--- src/rtl/countdown_timer_if.sv ---
// countdown_timer_if: control and status bundle of the countdown timer.
// master drives load/preset/continue_pause; slave (the timer) drives status.
interface countdown_timer_if #(
    parameter int SECONDS_WIDTH = 10
);
    logic                     load;
    logic [SECONDS_WIDTH-1:0] preset;
    logic                     continue_pause;
    logic [SECONDS_WIDTH-1:0] seconds_left;
    logic                     running;
    logic                     expired;
    logic                     expired_pulse;

    modport master (
        output load,
        output preset,
        output continue_pause,
        input  seconds_left,
        input  running,
        input  expired,
        input  expired_pulse
    );

    modport slave (
        input  load,
        input  preset,
        input  continue_pause,
        output seconds_left,
        output running,
        output expired,
        output expired_pulse
    );
endinterface

--- src/rtl/countdown_timer.sv ---
// countdown_timer: preset-loaded seconds countdown with pause/resume.
// Define AUTO_RELOAD_EN to reload the preset on expiry instead of stopping.
module countdown_timer #(
    parameter int SECONDS_WIDTH    = 10,
    parameter int TICKS_PER_SECOND = 50000000
) (
    input  logic             clk,
    input  logic             async_reset,
    countdown_timer_if.slave bus
);
    localparam int PW = (TICKS_PER_SECOND > 2) ?
                        $clog2(TICKS_PER_SECOND) : 1;
    localparam logic [PW-1:0] PRE_MAX = PW'(TICKS_PER_SECOND - 1);
    localparam logic [SECONDS_WIDTH-1:0] ONE = SECONDS_WIDTH'(1);

    localparam logic [1:0] IDLE    = 2'd0;
    localparam logic [1:0] PAUSED  = 2'd1;
    localparam logic [1:0] RUN     = 2'd2;
    localparam logic [1:0] EXPIRED = 2'd3;

    logic [1:0]               state_q;
    logic [1:0]               state_d;
    logic [SECONDS_WIDTH-1:0] count_q;
    logic [SECONDS_WIDTH-1:0] count_d;
    logic [PW-1:0]            pre_q;
    logic [PW-1:0]            pre_d;
    logic                     pulse_q;
    logic                     pulse_d;
    logic                     running_q;
    logic                     expired_q;
    logic                     tick;

`ifdef AUTO_RELOAD_EN
    logic [SECONDS_WIDTH-1:0] preset_q;
    logic [SECONDS_WIDTH-1:0] preset_d;
`endif

    assign tick = (state_q == RUN) && (pre_q == PRE_MAX);

    always_comb begin
        state_d  = state_q;
        count_d  = count_q;
        pre_d    = pre_q;
        pulse_d  = 1'b0;
`ifdef AUTO_RELOAD_EN
        preset_d = preset_q;
`endif
        if (bus.load) begin
            // load overrides any pause request or tick in the same cycle
            count_d  = bus.preset;
            pre_d    = '0;
            state_d  = (bus.preset != '0) ? PAUSED : IDLE;
`ifdef AUTO_RELOAD_EN
            preset_d = bus.preset;
`endif
        end else begin
            unique case (state_q)
                RUN: begin
                    pre_d = tick ? '0 : pre_q + 1'b1;
                    if (tick) begin
                        if (count_q > ONE) begin
                            count_d = count_q - 1'b1;
                        end else begin
                            pulse_d = 1'b1;
`ifdef AUTO_RELOAD_EN
                            count_d = preset_q;
`else
                            count_d = '0;
                            state_d = EXPIRED;
`endif
                        end
                    end
                    // a pause only takes effect if the tick did not expire
                    if (bus.continue_pause && state_d != EXPIRED) begin
                        state_d = PAUSED;
                    end
                end
                PAUSED: begin
                    if (bus.continue_pause) begin
                        state_d = RUN;
                    end
                end
                IDLE: begin
                    state_d = IDLE;
                end
                EXPIRED: begin
                    state_d = EXPIRED;
                end
                default: begin
                    state_d = IDLE;
                end
            endcase
        end
    end

    always_ff @(posedge clk or posedge async_reset) begin
        if (async_reset) begin
            state_q   <= IDLE;
            count_q   <= '0;
            pre_q     <= '0;
            pulse_q   <= 1'b0;
            running_q <= 1'b0;
            expired_q <= 1'b0;
        end else begin
            state_q   <= state_d;
            count_q   <= count_d;
            pre_q     <= pre_d;
            pulse_q   <= pulse_d;
            running_q <= (state_d == RUN);
            expired_q <= (state_d == EXPIRED);
        end
    end

`ifdef AUTO_RELOAD_EN
    always_ff @(posedge clk or posedge async_reset) begin
        if (async_reset) begin
            preset_q <= '0;
        end else begin
            preset_q <= preset_d;
        end
    end
`endif

    assign bus.seconds_left  = count_q;
    assign bus.running       = running_q;
    assign bus.expired       = expired_q;
    assign bus.expired_pulse = pulse_q;

endmodule

--- src/flat_wrapper.sv ---
// flat-port wrapper written by rule: the top's interface ports become plain ports
module countdown_timer_flat 
#(
    parameter int SECONDS_WIDTH    = 10,
    parameter int TICKS_PER_SECOND = 50000000
)
  (clk, async_reset, bus_load, bus_preset, bus_continue_pause, bus_seconds_left, bus_running, bus_expired, bus_expired_pulse);
  countdown_timer_if #(.SECONDS_WIDTH(SECONDS_WIDTH)) bus_i ();
  input  logic clk;
  input  logic async_reset;
  input wire logic [$bits(bus_i.load)-1:0] bus_load;
  input wire logic [$bits(bus_i.preset)-1:0] bus_preset;
  input wire logic [$bits(bus_i.continue_pause)-1:0] bus_continue_pause;
  output wire logic [$bits(bus_i.seconds_left)-1:0] bus_seconds_left;
  output wire logic [$bits(bus_i.running)-1:0] bus_running;
  output wire logic [$bits(bus_i.expired)-1:0] bus_expired;
  output wire logic [$bits(bus_i.expired_pulse)-1:0] bus_expired_pulse;
  assign bus_i.load = bus_load;
  assign bus_i.preset = bus_preset;
  assign bus_i.continue_pause = bus_continue_pause;
  assign bus_seconds_left = bus_i.seconds_left;
  assign bus_running = bus_i.running;
  assign bus_expired = bus_i.expired;
  assign bus_expired_pulse = bus_i.expired_pulse;
  countdown_timer #(.SECONDS_WIDTH(SECONDS_WIDTH), .TICKS_PER_SECOND(TICKS_PER_SECOND)) u_core (.clk(clk), .async_reset(async_reset), .bus(bus_i));
endmodule
--- config.mk ---
export PLATFORM = sky130hd
export DESIGN_NAME = countdown_timer_flat
export DESIGN_NICKNAME = d
export VERILOG_FILES = /design/src/rtl/countdown_timer_if.sv /design/src/rtl/countdown_timer.sv /design/src/flat_wrapper.sv
export SDC_FILE = /design/constraint.sdc
export NUM_CORES = 1
export LEC_CHECK = 0
export BUFFER_PORTS_ARGS = -buffer_cell sky130_fd_sc_hd__buf_4
export CAP_MARGIN = 25
export CORE_MARGIN = 4
export CORE_UTILIZATION = 30
export DETAILED_ROUTE_END_ITERATION = 7
export GPL_TIMING_DRIVEN = 1
export PLACE_DENSITY = 0.49
export REMOVE_ABC_BUFFERS = 1
export SLEW_MARGIN = 20
export SYNTH_ARGS = -nofsm -noshare
export SYNTH_HDL_FRONTEND = slang
export SYNTH_SLANG_ARGS = --single-unit
--- constraint.sdc ---
create_clock -name clk -period 1.98 [get_ports clk]
set_input_delay 0.099 -clock clk [delete_from_list [all_inputs] [get_ports clk]]
set_output_delay 0.099 -clock clk [all_outputs]
set_load 0.05 [all_outputs]
==> impl_metrics.py <==
metrics = {
    "global_route": {
        "antenna_found_initial": 0,
        "overflow": 0,
        "gr-usage-met1": 0.214,
        "track_usage": 0.153,
        "grt_pass1_wl_mm": 10.9,
        "grt_pass1_vias": 2213,
        "grt_max_degree": 24,
        "grt.busiest_layer": "met2",
        "met2_usage": 0.238,
        "grt_use_met3": 0.0297,
    },
    "timing": {
        "layout_setup_ws_ps": 54.1,
        "finClkSkew_ps": 9.87,
        "slew_headroom": 0.472,
        "hold_viol": 0,
        "worstMarginPinSlew_ps": 787,
        "drv_slew": 0,
        "clock.fmax_ghz": 0.519,
        "rsz0062_at_grt": "true",
        "period_share": 0.973,
        "final.setup.tns_ps": 0,
        "finalCriticalPeriod_ps": 1930,
        "setup_violations": 0,
    },
    "min_path": {
        "hold_path_depth": 3,
        "hold_class": "input port to register",
        "hold_end": "u_core.bus.seconds_left[3]",
        "hp-start": "bus_preset[3]",
    },
    "drt": {
        "first_pass_iters": 4,
        "drcViolationCount": 0,
        "avgRoutedWirePerCell_um": 15.2,
        "drt_wl_total_mm": 6.63,
        "drtIter0Drc": 113,
        "routed_via_density": 5.12,
        "ant_nets": 0,
        "via_count": 2238,
    },
    "power": {
        "powerDensity_nw_per_um2": 546,
        "p_leak_nw": 1.40,
        "finalPower_w": 0.00178,
        "ir_drop_uv": 219,
    },
    "place": {
        "io_buffer_count": 26,
        "gp_congestion": 0.774,
        "placed_cells": 424,
        "place_area_um2": 3050,
        "pre_cts_ws_ps": -47.2,
        "hpwl_mm": 4.98,
    },
    "logic_synthesis": {
        "synth_cell_types": 52,
        "synth_ff_type": "dfrtp_1",
        "synth_area_per_cell_um2": 9.36,
        "synthTopCellsByCount": "dfrtp_1 (41), nor2_1 (35), nand2_1 (18)",
        "synth.most_common_cell": "dfrtp_1",
        "synth_area_leaders": "dfrtp_1 (44%), nor2_1 (5.6%), xor2_1 (5.2%), nand4_1 (3.7%), nor4_1 (3.2%)",
        "synth_top_area_frac": 0.439,
        "syn_area_um2": 2340,
        "ys_ff_latch": 41,
        "synth_edf_count": 0,
        "synth_warnings": 0,
        "ys_seq_area_frac": 0.439,
        "synthCells": 250,
        "yosysTopAreaCell": "dfrtp_1",
        "synth-async-reset-ratio": 1.00,
    },
    "floorplan": {
        "ios": 27,
        "die_area_um2": 9280,
        "core_um2": 7410,
        "initial_core_util": 0.316,
        "die_x_um": 96.3,
        "die_h_um": 96.3,
        "rows": 31,
    },
    "critical_path": {
        "arrival_ps": 2140,
        "reg2reg_from": "u_core.pre_q[1]",
        "crit_path_end_kind": "register",
        "start_kind": "register",
        "critPathSlowestCell": "or4_4",
        "cp_max_fo": 3,
        "required_ps": 2190,
        "cp_slowest_stage_delay_ps": 430,
        "crit_chain": "ha_4 -> and3_4 -> nand2_1 -> or3_4 -> or4_4 -> o311ai_2",
        "reg2reg_slack_ps": 50,
        "r2r_end": "u_core.bus.seconds_left[9]",
        "crit_type": "register to register",
        "r2r_cells": 6,
    },
    "clocking": {
        "clk_path_buf_depth": 2,
        "cts_tree": "done",
        "clk_latency_ps": 300,
        "htree_levels": 2,
        "root_buffer": "clkbuf_8",
        "clkTransAtPathRegs_ps": 90,
        "cts_buffers": 5,
        "clock-sinks": 41,
    },
    "run_status": {
        "status": "complete, no violations",
    },
    "final_layout": {
        "design_area_um2": 3260,
        "layout-drive-gt1-share": 0.358,
        "fin_nets": 354,
        "instances_no_fill": 437,
        "n_antenna_cell": 0,
        "syn2layout_area_growth_pct": 39.3,
    },
    "run": {
        "cap_violations": 0,
    },
}
==> cell usage in the layout (no fill, tap or decap), drive strengths merged, types with 4 or more instances in the layout <==
| master | instances |
|---|---|
| nor4 | 13 |
| a21oi | 8 |
| or3 | 6 |
| dfrtp | 41 |
| nand2 | 18 |
| nand2b | 4 |
| nand3 | 10 |
| buf | 87 |
| xnor2 | 8 |
| and3 | 5 |
| clkbuf | 5 |
| o211ai | 5 |
| xor2 | 14 |
| nor2 | 35 |
| inv | 6 |
| nand4 | 14 |
| o21ai | 8 |
| nor3 | 7 |
==> routing by layer <==
| metal | part of all wire | routed length, um |
|---|---|---|
| met5 | 0 | 0 |
| met4 | 0.013 | 88 |
| met3 | 0.056 | 374 |
| met2 | 0.45 | 3000 |
| met1 | 0.48 | 3170 |
==> report_power, final <==
| group | switching, W | internal, W | leakage, nW |
|---|---|---|---|
| clock | 0.000319 | 0.000244 | 0.0439 |
| sequential | 0.0000229 | 0.000863 | 0.545 |
| combinational | 0.000205 | 0.000126 | 0.808 |
| total | 0.000547 | 0.00123 | 1.40 |
==> per-stage QoR <==
stage	util	hold WS, ps
floorplan	-	162
global placement	0.412	189
detailed placement	0.412	201
CTS	0.428	22.8
global route	0.440	36.1
finish	0.440	25.9
==> kinds of logic (layout without fill, tap and decap cells) <==
| group | after synthesis | in the layout | synth area share |
|---|---|---|---|
| and+or+nand+nor | 128 | 128 | 0.301 |
| DFF | 41 | 41 | 0.439 |
| AOI/OAI and AO/OA | 38 | 38 | 0.124 |
| xor gates and xnor gates | 22 | 22 | 0.0824 |
| buffers and inverters | 15 | 103 | 0.0251 |
| adders and majority gates | 3 | 3 | 0.0160 |
| muxes | 3 | 3 | 0.0134 |
==> sequential cells by signal (all words and copies together), names as in the netlist <==
signal	flops
u_core.bus.expired_pulse	1
u_core.bus.seconds_left	10
u_core.pre_q	26
u_core.bus.expired	1
u_core.bus.running	1
u_core.state_q	2
==> how the worst max path moves through the flow <==
stage | from | endpoint | slack [ps] | cells past startpoint
after floorplan | u_core.state_q[0] | u_core.bus.seconds_left[1] | -310 | 5
after global placement | u_core.pre_q[9] | u_core.bus.seconds_left[9] | 2 | 5
after detailed placement | u_core.pre_q[0] | u_core.bus.seconds_left[9] | -50 | 6
after CTS | u_core.pre_q[9] | u_core.bus.seconds_left[1] | 3 | 6
after global routing | u_core.pre_q[9] | u_core.bus.seconds_left[9] | -40 | 5
final | u_core.pre_q[1] | u_core.bus.seconds_left[9] | 50 | 6
==> repair_timing <==
action | CTS | global route
endpoints found under the hold margin | 19 | 0
resized for setup | 3 | 17
setup buffers | 1 | 3
hold buffers | 1 | 0
setup endpoints to repair | 4 | 20
pin swaps | 5 | 7
==> layout make-up <==
| type | count | area [um^2] |
|---|---|---|
| fill | 746 | 4150 |
| multi-input combinational | 194 | 1320 |
| sequential | 41 | 1030 |
| timing repair buffer | 88 | 674 |
| tap | 99 | 124 |
| clock buffer | 5 | 68.8 |
| inverter | 7 | 26.3 |
| clock inverter | 3 | 17.5 |
==> critical path: cells and delay by family, from the launching register on <==
family | cells | cell delay [ps]
and+or+nand+nor | 4 | 1060
AOI/OAI and AO/OA | 1 | 220
adders and majority gates | 1 | 160
DFF | 1 | 400
(Power assumes the default switching activity.)
